[config.mk]
export PLATFORM = sky130hd
export DESIGN_NAME = stage_if
export DESIGN_NICKNAME = d
export VERILOG_FILES = /design/src/rtl/stage_if.sv
export SDC_FILE = /design/constraint.sdc
export NUM_CORES = 1
export LEC_CHECK = 0
export CAP_MARGIN = 10
export CORE_MARGIN = 2
export CORE_UTILIZATION = 49
export CTS_CLUSTER_SIZE = 14
export DETAILED_ROUTE_END_ITERATION = 8
export HOLD_SLACK_MARGIN = 0.05
export PLACE_DENSITY_LB_ADDON = 0.05
export RECOVER_POWER = 100
export SLEW_MARGIN = 15
export SYNTH_ARGS = -nofsm -noshare
export SYNTH_HDL_FRONTEND = slang
export SYNTH_SLANG_ARGS = --single-unit
[constraint.sdc]
create_clock -name clk -period 3.2 [get_ports clk]
set_clock_uncertainty 0.1 [all_clocks]
set_input_delay 0.8 -clock clk [delete_from_list [all_inputs] [get_ports clk]]
set_output_delay 0.8 -clock clk [all_outputs]
set_load 0.02 [all_outputs]
[src/rtl/stage_if.sv]
// -----------------------------------------------------------------------------
// stage_if : instruction-fetch stage of the 5-stage RISC-V pipeline.
//
// Owns the PC, fetches one instruction at a time from instruction memory over
// a valid/ready request/response handshake and drives the IF/ID pipeline
// register consumed by the decode stage. At most one fetch is outstanding;
// the response of a fetch squashed by a redirect is accepted and discarded.
//
// Build option:
//   RISCV_IF_SKID_EN  - when defined, a one-entry skid buffer catches a
//                       response that arrives during a stall (state S_HOLD)
//                       so memory is never back-pressured in S_WAIT.
//                       When undefined, the response is held off by
//                       imem_rready until the stall clears.
//
// Ports:
//   clk, reset                 clock, synchronous active-high reset
//   pc_sel, pc_imm             redirect request and target from ID
//   IF_flush                   squash IF/ID contents
//   stall                      hold PC-visible state and IF/ID
//   imem_req/addr/ready        fetch request channel
//   imem_rvalid/rdata/rready   fetch response channel
//   IF_ID_pc/inst/rs1/rs2      IF/ID pipeline register
//   IF_ID_valid                IF/ID holds a real instruction
// -----------------------------------------------------------------------------
module stage_if #(
   parameter int                     PC_WIDTH       = 32,
   parameter int                     INST_WIDTH     = 32,
   parameter int                     REG_ADDR_WIDTH = 5,
   parameter logic [PC_WIDTH-1:0]    RESET_PC       = 32'h0000_0000
) (
   input  logic                      clk,
   input  logic                      reset,
   input  logic                      pc_sel,
   input  logic [PC_WIDTH-1:0]       pc_imm,
   input  logic                      IF_flush,
   input  logic                      stall,
   output logic                      imem_req,
   output logic [PC_WIDTH-1:0]       imem_addr,
   input  logic                      imem_ready,
   input  logic                      imem_rvalid,
   input  logic [INST_WIDTH-1:0]     imem_rdata,
   output logic                      imem_rready,
   output logic [PC_WIDTH-1:0]       IF_ID_pc,
   output logic [INST_WIDTH-1:0]     IF_ID_inst,
   output logic [REG_ADDR_WIDTH-1:0] IF_ID_rs1,
   output logic [REG_ADDR_WIDTH-1:0] IF_ID_rs2,
   output logic                      IF_ID_valid
);

   localparam logic [INST_WIDTH-1:0] NOP = INST_WIDTH'(32'h0000_0013);

   typedef enum logic [1:0] {
      S_REQ  = 2'd0,
      S_WAIT = 2'd1,
      S_HOLD = 2'd2
   } state_e;

   state_e                    state_q;
   logic [PC_WIDTH-1:0]       pc_q;
   logic [PC_WIDTH-1:0]       fetch_pc_q;   // address of the fetch in flight / buffered
   logic                      kill_q;       // in-flight fetch has been squashed
   logic [PC_WIDTH-1:0]       if_id_pc_q;
   logic [INST_WIDTH-1:0]     if_id_inst_q;
   logic [REG_ADDR_WIDTH-1:0] if_id_rs1_q;
   logic [REG_ADDR_WIDTH-1:0] if_id_rs2_q;
   logic                      if_id_valid_q;

   logic                      redirect_s;
   logic                      flush_s;
   logic                      rsp_hs_s;
   logic                      rsp_load_s;
   logic                      hold_load_s;
   logic                      outstanding_s;
   logic [PC_WIDTH-1:0]       fetch_addr_s;
   logic [INST_WIDTH-1:0]     ld_inst_s;
   logic                      rready_s;

`ifdef RISCV_IF_SKID_EN
   logic [INST_WIDTH-1:0]     buf_inst_q;
`endif

   // A stalled pipeline ignores redirect and flush requests from ID.
   assign redirect_s   = pc_sel && !stall;
   assign flush_s      = IF_flush && !pc_sel && !stall;
   assign fetch_addr_s = {pc_q[PC_WIDTH-1:2], 2'b00};
   assign rsp_hs_s     = imem_rvalid && rready_s;
   assign rsp_load_s   = (state_q == S_WAIT) && rsp_hs_s && !kill_q && !stall;

   // A fetch still needs squashing on redirect if it is accepted this cycle or
   // is waiting and not answered this cycle; a response consumed in the same
   // cycle as the redirect leaves nothing to kill.
   assign outstanding_s = ((state_q == S_REQ) && imem_ready) ||
                          ((state_q == S_WAIT) && !rsp_hs_s);

`ifdef RISCV_IF_SKID_EN
   assign hold_load_s = (state_q == S_HOLD) && !stall;
   assign ld_inst_s   = hold_load_s ? buf_inst_q : imem_rdata;
`else
   assign hold_load_s = 1'b0;
   assign ld_inst_s   = imem_rdata;
`endif

   // Response-channel ready: only while waiting for a fetch.
   always_comb begin
      rready_s = 1'b0;
      if (reset) begin
         rready_s = 1'b0;
      end else if (state_q == S_WAIT) begin
`ifdef RISCV_IF_SKID_EN
         rready_s = 1'b1;
`else
         // Back-pressure a live response during a stall; killed ones drain.
         rready_s = !stall || kill_q;
`endif
      end else begin
         rready_s = 1'b0;
      end
   end

   assign imem_req    = (state_q == S_REQ) && !reset;
   assign imem_addr   = fetch_addr_s;
   assign imem_rready = rready_s;

   // Fetch FSM, PC, kill flag and IF/ID register.
   always_ff @(posedge clk) begin
      if (reset) begin
         state_q       <= S_REQ;
         pc_q          <= RESET_PC;
         fetch_pc_q    <= '0;
         kill_q        <= 1'b0;
         if_id_pc_q    <= '0;
         if_id_inst_q  <= NOP;
         if_id_rs1_q   <= '0;
         if_id_rs2_q   <= '0;
         if_id_valid_q <= 1'b0;
`ifdef RISCV_IF_SKID_EN
         buf_inst_q    <= NOP;
`endif
      end else begin
         case (state_q)
            S_REQ: begin
               if (imem_ready) begin
                  pc_q       <= pc_q + PC_WIDTH'(4);
                  fetch_pc_q <= fetch_addr_s;
                  state_q    <= S_WAIT;
               end
            end
            S_WAIT: begin
               if (rsp_hs_s) begin
                  state_q <= S_REQ;
                  if (kill_q) begin
                     kill_q <= 1'b0;
                  end
`ifdef RISCV_IF_SKID_EN
                  else if (stall) begin
                     buf_inst_q <= imem_rdata;
                     state_q    <= S_HOLD;
                  end
`endif
               end
            end
`ifdef RISCV_IF_SKID_EN
            S_HOLD: begin
               // Leaving S_HOLD either loads IF/ID or, on redirect, drops the buffer.
               if (!stall) begin
                  state_q <= S_REQ;
               end
            end
`endif
            default: begin
               state_q <= S_REQ;
            end
         endcase

         // Redirect wins over the +4 update above.
         if (redirect_s) begin
            pc_q <= pc_imm;
            if (outstanding_s) begin
               kill_q <= 1'b1;
            end
         end

         if (stall) begin
            if_id_valid_q <= if_id_valid_q;
         end else if (redirect_s || flush_s) begin
            if_id_pc_q    <= '0;
            if_id_inst_q  <= NOP;
            if_id_rs1_q   <= '0;
            if_id_rs2_q   <= '0;
            if_id_valid_q <= 1'b0;
         end else if (rsp_load_s || hold_load_s) begin
            if_id_pc_q    <= fetch_pc_q;
            if_id_inst_q  <= ld_inst_s;
            if_id_rs1_q   <= ld_inst_s[19:15];
            if_id_rs2_q   <= ld_inst_s[24:20];
            if_id_valid_q <= 1'b1;
         end else begin
            if_id_valid_q <= if_id_valid_q;
         end
      end
   end

   assign IF_ID_pc    = if_id_pc_q;
   assign IF_ID_inst  = if_id_inst_q;
   assign IF_ID_rs1   = if_id_rs1_q;
   assign IF_ID_rs2   = if_id_rs2_q;
   assign IF_ID_valid = if_id_valid_q;

endmodule

==> results.md, run 1 <==
Outcome:
- The flow ran to the end, and the final reports show no timing, DRC or antenna violations.

Clock tree:
- The CTS clock-pin slew for the worst setup and hold paths is approximately 60 ps.
- The buffer count from post-CTS setup fixing is 0.
- The tree built by TritonCTS fans out to 125 sinks.
- The post-cts resize count is 0.
- The number of buffers inserted by hold repair at cts is 0.
- Counting along the longest clock path gives a buffer depth of 2.
- The cell sitting at the root of the clock tree is a clkbuf_8.
- The number of CTS-inserted buffers is 17.
- For the worst-skew pair, the clock arrives at the later sink with an insertion delay of 510 ps.
- The number of levels in the clock H-tree is 4.
- The clock tree from TritonCTS is built.

Power:
- The worst-case IR drop observed on VDD is around 380 uV.
- For this design the ratio of total power to cell area is ~520 nW/um2.
- The total leakage power is ~0.0029 uW.

Worst hold path:
- The instance count along the most critical hold path is 2.
- The start point of the worst min-delay path is fetch_pc_q[2]$_SDFFE_PP0P_.
- The worst hold path belongs to the class flop to flop.
- The end point of the most critical hold path is IF_ID_pc[2]$_SDFFE_PP0P_.

Global routing:
- The global route total overflow is 0.
- The first-pass GRT wire length is approximately 24000 um.
- The number of global-route vias before repair is about 4900.
- The all-layer global routing usage is between 20% and 30%.
- Entering global routing, the biggest net connects between 60 and 70 pins.
- The number of antenna violations at the first check in global routing is 0.

Floorplan:
- The full die area is around 12000 um2.
- The floorplan step defined a core boundary enclosing roughly 10000 um2.
- The height of the chip is roughly 110 um.
- The starting utilization of the core area is roughly half.
- The die is between 100 and 150 um wide.
- The I/O pin count is 180.
- The floorplan has 37 rows.

Synth:
- During synthesis, Yosys emitted a total of 0 warnings.
- The cell area after technology mapping is ~5200 um2.
- Of the synthesized area, sequential elements account for about 48%.
- After technology mapping, the gate count stands at 673.
- The number of different library cells in the post-synthesis netlist is 44.
- The number of flops mapped to enable cells by yosys is 0.
- The most used flip-flop cell after synthesis is dfxtp_1.
- After synthesis, the mean cell area works out to ~7.8 um2.
- The synthesized design contains 125 register bits.
- The share of flip-flops with an asynchronous set or reset after synthesis is 0%.

STA:
- The final period utilization is roughly 100%.
- The final-layout setup total negative slack is 0 ps.
- Setup violations remaining at the end of the flow were counted as 0.
- The highest attainable clock frequency is ~320 MHz.
- The final hold violation count is 0.
- Setup repair after global routing left no endpoint under its margin.
- The worst path in the final design needs a cycle of 3140 ps, including I/O delays and setup.
- The slew of the pin with the lowest slew margin is ~1300 ps.
- The number of max-slew violations in the final report was 0.
- The normalized max-slew margin is 13.3%.

Worst setup path:
- The required arrival time at the worst endpoint is ~2300 ps.
- The depth of the worst register-to-register path is 5.
- The worst setup path is captured at a primary output.
- The launching point of the worst reg2reg path is state_q[0]$_SDFFE_PP0P_.
- Of all nets on the critical path, the largest fanout is 2.
- At the worst endpoint, the arrival time is roughly 2200 ps.
- The capturing point of the worst reg2reg path is IF_ID_inst[27]$_SDFFE_PP0P_.
- The worst setup path is launched from an input pin.
- The setup slack of the worst register-to-register path is approximately 560 ps.
- The worst setup path is of the input pin to primary output kind.

Final layout:
- In the layout the commonest cells are nand2_1, dfxtp_1, dlygate4sd3_1.
- The number of antenna diodes in the final layout is 0.
- The library cell used most frequently in the layout, excluding fill and tap cells, is nand2_1.
- The number of fillers in the final layout is ~820.
- The number of nets in the finished design is 895.
- Once layout is complete, the utilization of the core stands at around 73%.
- In the final layout, the share of cells above drive strength 1 is about 6.5%.
- The synthesis-to-finish area growth is 44.5%.

Routing:
- The average routed wire per standard cell is roughly 15 um.
- The final layout contains routed wiring with a total length of 15000 um.
- The detailed-route via count is ~5400.
- Before antenna repair, the detailed router went through 5 iterations.
- The DRC violation count after routing is 0.
- In this run, the number of DRC markers left after iteration 0 of detailed routing was about 370.
- After detailed routing, the number of vias per cell comes to 5.52.
- The detail route stage leaves a number of antenna-violating nets equal to 0.

Placed design:
- The final HPWL from detailed placement is slightly above 10000 um.
- The placer congestion estimate is about 0.83.
- The count of input and output buffers is between 150 and 200.

Flow run:
- Across the run, the number of max-cap violations was 0.
-- worst max-delay path by stage --
stage                      from     endpoint  slack [ps]
after floorplan           reset     imem_req         800
final                     stall  imem_rready          60
after global placement    stall  imem_rready         200
after detailed placement  stall  imem_rready         190
after CTS                 stall  imem_rready         130
after global routing      stall  imem_rready          70
-- power breakdown --
group | internal (uW) | switching, uW | leakage [uW] | total [uW]
Clock | 1210 | 698 | 0.000293 | 1910
Sequential | 1600 | 67.9 | 0.00101 | 1670
Combinational | 171 | 193 | 0.00158 | 364
Total | 2980 | 959 | 0.00289 | 3940
-- cells in the mapped netlist (all sizes together) (2+ instances only) --
cell type | number | area, um2
buf | 22 | 143
nor2 | 24 | 90.1
nor4b | 3 | 32.5
clkbuf | 40 | 150
a211oi | 9 | 67.6
and3 | 8 | 50.1
and4 | 6 | 52.6
nor3 | 10 | 50.1
nor4 | 14 | 93.8
nand3 | 18 | 90.1
dfxtp | 125 | 2500
nor2b | 2 | 12.5
nand2b | 3 | 18.8
xnor2 | 6 | 52.6
or3 | 10 | 62.6
and2 | 2 | 12.5
xor2 | 4 | 35.0
a21oi | 100 | 500
a311oi | 7 | 61.3
o21ai | 22 | 110
nand2 | 199 | 747
or4 | 4 | 33.8
nand4 | 12 | 87.6
a31oi | 4 | 25.0
o2111ai | 2 | 17.5
a211o | 2 | 17.5
inv | 5 | 18.8
-- cell type report --
type	instances	area [um2]	share of cell area [%]
flip-flops and latches	125	2500	33.1
clock inverters	13	165	2.18
well taps	136	170	2.25
multi-input cells	484	2430	32.1
repair buffers	190	1840	24.4
clock buffers	19	432	5.71
inverters	5	18.8	0.248
-- state kept, by name, summed over array words and instances, names as in the netlist --
name / count
state_q: 1
fetch_pc_q: 30
IF_ID_pc: 30
pc_q: 30
IF_ID_inst: 32
IF_ID_valid: 1
kill_q: 1
-- worst max-delay path: stages --
cell             delay, ps
clkdlybuf4s50_1        470
a21oi_1                250
dlygate4sd3_1          720
-- metrics by stage --
step	hold slack (ps)	area, um2	total power (uW)	std cells	setup WS, ps
6_report	350	7560	3940	972	59.3
5_1_grt	359	7560	4070	972	73.8
4_1_cts	350	7640	3990	972	132
3_5_place_dp	342	7050	2080	940	189
3_3_place_gp	338	7050	2070	940	195
2_1_floorplan	332	5240	1870	676	795
-- routing by layer --
layer,GRT usage [%],vias up,wire (um)
li1,-,2613,-
met2,42.9,268,7140
met3,5.93,28,1300
met1,32.5,2459,6290
met5,0,-,0
met4,7.98,0,272
-- logic make-up (layout without fill, tap and decap cells) --
group	count (synthesis)	after routing	share of synthesized area (%)
AOI/OAI and AO/OA	150	150	15.9
DFF	125	125	47.8
buffers and inverters	67	227	5.96
other	1	4	0.0717
adders and majority gates	1	1	0.239
xor gates and xnor gates	10	10	1.67
and+or+nand+nor	319	319	28.3
Power figures use the tool's default switching activity.
==> run 2: changes to the inputs <==
--- a/config.mk
+++ b/config.mk
@@ -5,7 +5,6 @@
 export SDC_FILE = /design/constraint.sdc
 export NUM_CORES = 1
 export LEC_CHECK = 0
-export CAP_MARGIN = 10
 export CORE_MARGIN = 2
 export CORE_UTILIZATION = 49
 export CTS_CLUSTER_SIZE = 14
==> constraint.sdc (replaced) <==
create_clock -name clk -period 4.03 [get_ports clk]
set_clock_uncertainty 0.1 [all_clocks]
set_input_delay 1.0075 -clock clk [delete_from_list [all_inputs] [get_ports clk]]
set_output_delay 1.0075 -clock clk [all_outputs]
set_load 0.02 [all_outputs]
==> results.md, run 2 (synthesis results as in run 1) <==
Outcome:
- Outcome: completed (unchanged).

Power:
- The cell internal power dissipation came to 2530 uW (was 2980 uW).
- The combinational fraction of design power is 8.6% (was 9.2%).
- The sequential cell fraction of total power is 40.2% (was 42.3%).
- The total leakage power was 0.00289 uW (about the same).
- The part of the total power dissipated in the clock network came to 51.1% (was 48.4%).
- The power density over cell area is 435 nW/um2 (was 521 nW/um2).
- The worst voltage drop across the vdd grid is 324 uV (was 382 uV).
- The net switching share of the total power was 23.2% (was 24.3%).
- The switching power of the nets is 763 uW (was 959 uW).

Worst setup path:
- The maximum fanout count along the critical path is 4 (was 2).
- The largest delay contributor family on the critical path is buffers and inverters (unchanged).
- The start-to-end type of the worst setup path is input pin to primary output (unchanged).
- The signal arrival time at the worst endpoint came to 2600 ps (was 2240 ps).
- The kind of end point of the critical path is a primary output (unchanged).
- Critical-path cell list: dlygate4sd3_1 -> a21oi_1 -> dlygate4sd3_1 (was clkdlybuf4s50_1 -> a21oi_1 -> dlygate4sd3_1).
- The category of the worst setup path launch point is an input pin (unchanged).
- The cell with the most instances on the worst path is dlygate4sd3_1.
- The buffers plus inverters on the worst setup path was 2 (unchanged).
- The cell with the biggest individual delay on the critical path is dlygate4sd3_1 (unchanged).
- The peak per-stage delay on the critical path is 730 ps (was 720 ps).
- The depth of the worst register-to-register path is 5 (unchanged).
- The required arrival time at the worst endpoint is 2920 ps (was 2300 ps).
- The path length in cells of the critical path is 3 (unchanged).

Clock tree:
- The buffer count from post-CTS setup fixing is 0 (unchanged).
- The CTS clock-pin slew for the worst setup and hold paths is 60 ps (about the same).
- The number of buffers inserted by hold repair at cts is 0 (unchanged).
- The number of levels in the clock H-tree is 4 (unchanged).
- The source-to-sink clock delay at the later pin of the worst-skew pair is 510 ps (about the same).
- The clock tree from TritonCTS is built (unchanged).
- The clock tree buffer depth is 2 (unchanged).
- The sink count of the clock tree is 125 (unchanged).
- The post-cts resize count was 0 (unchanged).
- The buffer type at the clock tree root is clkbuf_8 (unchanged).
- The number of CTS-inserted buffers was 17 (unchanged).

Global routing:
- The number of global-route vias before repair came to 5008 (was 4913).
- The all-layer global routing usage is 26.5% (was 25.5%).
- The number of antenna violations at the first check in global routing is 1 (was 0).
- The maximum number of pins on one net before global-route repair was 64 (unchanged).
- The global route total overflow is 0 (unchanged).
- The first-pass GRT wire length is 24300 um (was 23600 um).

Placed design:
- The placer congestion estimate is 0.857 (was 0.834).
- The final HPWL from detailed placement is 10200 um (was 10300 um).
- The count of input and output buffers is 173 (unchanged).
- The post-detailed-placement cell area is 6950 um2 (was 7050 um2).

STA:
- The normalized max-slew margin is 5.40% (was 13.3%).
- The final hold violation count is 0 (unchanged).
- For the finished layout, the period the worst path requires is about 3700 ps.
- The setup-violating endpoint count in the final report was 0 (unchanged).
- The slew of the pin with the lowest slew margin was 1420 ps (was 1300 ps).
- The final period utilization is 91.9%.
- The number of max-slew violations in the final report was 0 (unchanged).
- Unrepaired setup endpoints after global routing: no (unchanged).
- The final-layout setup total negative slack is 0 ps (unchanged).
- Derived from the worst setup path, the maximum achievable clock frequency is ~270 MHz.

Routing:
- The first-pass iteration count of the detailed router is 5 (unchanged).
- The starting DRC count in detailed routing is 450 (was 371).
- The DRC violation count after routing came to 0 (unchanged).
- The post-route antenna net violation count was 0 (unchanged).
- The routed wire length is 15100 um (was 15000 um).
- The average routed wire per standard cell is 15.6 um (was 15.4 um).
- The average vias per placed instance is 5.53 (was 5.52).
- The detailed-route via count is 5341 (was 5368).

Final layout:
- The most common cell after layout, fill and taps aside is nand2_1 (unchanged).
- The cell area after layout was 7570 um2 (was 7560 um2).
- The synthesis-to-finish area growth is 44.8% (was 44.5%).
- The antenna cell count was 0 (unchanged).
- The register area was 2500 um2 (unchanged).
- The number of nets in the finished design is 888 (was 895).
- The flip-flop count of the largest register after layout was 32 (unchanged).
- Most frequent cells in the layout: nand2_1, dfxtp_1, dlygate4sd3_1 (unchanged).
- The fraction of final layout cells with drive strength greater than 1 was 5.91% (was 6.46%).
- The number of fillers in the final layout is 795 (was 818).
- The area used by multi-input combinational logic is 2430 um2 (about the same).

Floorplan:
- The I/O pin count was 180 (unchanged).
- The core area is 10300 um2 (unchanged).
- The full die area was 11500 um2 (unchanged).
- The row count is 37 (unchanged).
- The width of the chip was 107 um (unchanged).
- The height of the chip is 107 um (unchanged).
- The starting utilization of the core area is 50.7% (unchanged).

Worst hold path:
- The class of the worst hold path is flop to flop (unchanged).
- The instance count along the most critical hold path is 2 (unchanged).

Flow run:
- The max-cap violation count is 0 (unchanged).
[run 2: cell count changes in the layout (fill, tap and decap cells not counted), moves of 2 or more]
cell,delta
buf_4,-2
bufinv_16,+3
clkbuf_1,-3
clkbuf_2,-2
inv_6,-2
[run 2: final cells by class]
cell class                 instances  area share [%]
clock inverter                    15            3.24
timing repair buffer             183            23.7
inverter                           5           0.248
tap                              136            2.25
clock buffer                      17            5.47
sequential                       125            33.0
multi-input combinational        484            32.1
[run 2: path summary, 6_finish.rpt]
check | slack (ps) | end | start
worst min-delay path | 350 | IF_ID_pc[2]$_SDFFE_PP0P_ | fetch_pc_q[2]$_SDFFE_PP0P_
worst max-delay path | 330 | imem_rready | stall
worst max register to register | 1540 | IF_ID_inst[28]$_SDFFE_PP0P_ | state_q[0]$_SDFFE_PP0P_
worst min register to register | 350 | IF_ID_pc[2]$_SDFFE_PP0P_ | fetch_pc_q[2]$_SDFFE_PP0P_
[run 2: power by group through the flow]
| stage | logic [uW] | registers (uW) | clock network, uW |
|---|---|---|---|
| after CTS | 296 | 1320 | 1700 |
| after global routing | 308 | 1330 | 1770 |
| after global placement | 288 | 1350 | 0 |
| after detailed placement | 294 | 1350 | 0 |
| after floorplan | 127 | 1360 | 0 |
| final | 285 | 1330 | 1680 |
[run 2: metal layers]
metal  GRT usage (%)  vias up  wire (um)  share of wire [%]
li1                -     2597          -                  -
met1            34.8     2436       6500                 43
met2            42.2      270       7050                 47
met3            5.51       36       1240                8.2
met4            11.1        2        292                1.9
met5               0        -          7              0.046
[run 2: worst min-delay path, cell delays in order (launching register included)]
cell	delay, ps
dfxtp_1	310
nand2_1	50
a21oi_1	50
[run 2: through the flow]
| step | power [uW] | setup WS [ps] | hold slack, ps | util [%] | std cells |
|---|---|---|---|---|---|
| CTS | 3330 | 528 | 351 | 73.7 | 965 |
| global route | 3410 | 311 | 368 | 73.4 | 965 |
| global placement | 1640 | 568 | 339 | 67.3 | 933 |
| finish | 3300 | 325 | 349 | 73.4 | 965 |
| detailed placement | 1650 | 537 | 342 | 67.3 | 933 |
| floorplan | 1490 | 1210 | 332 | - | 676 |
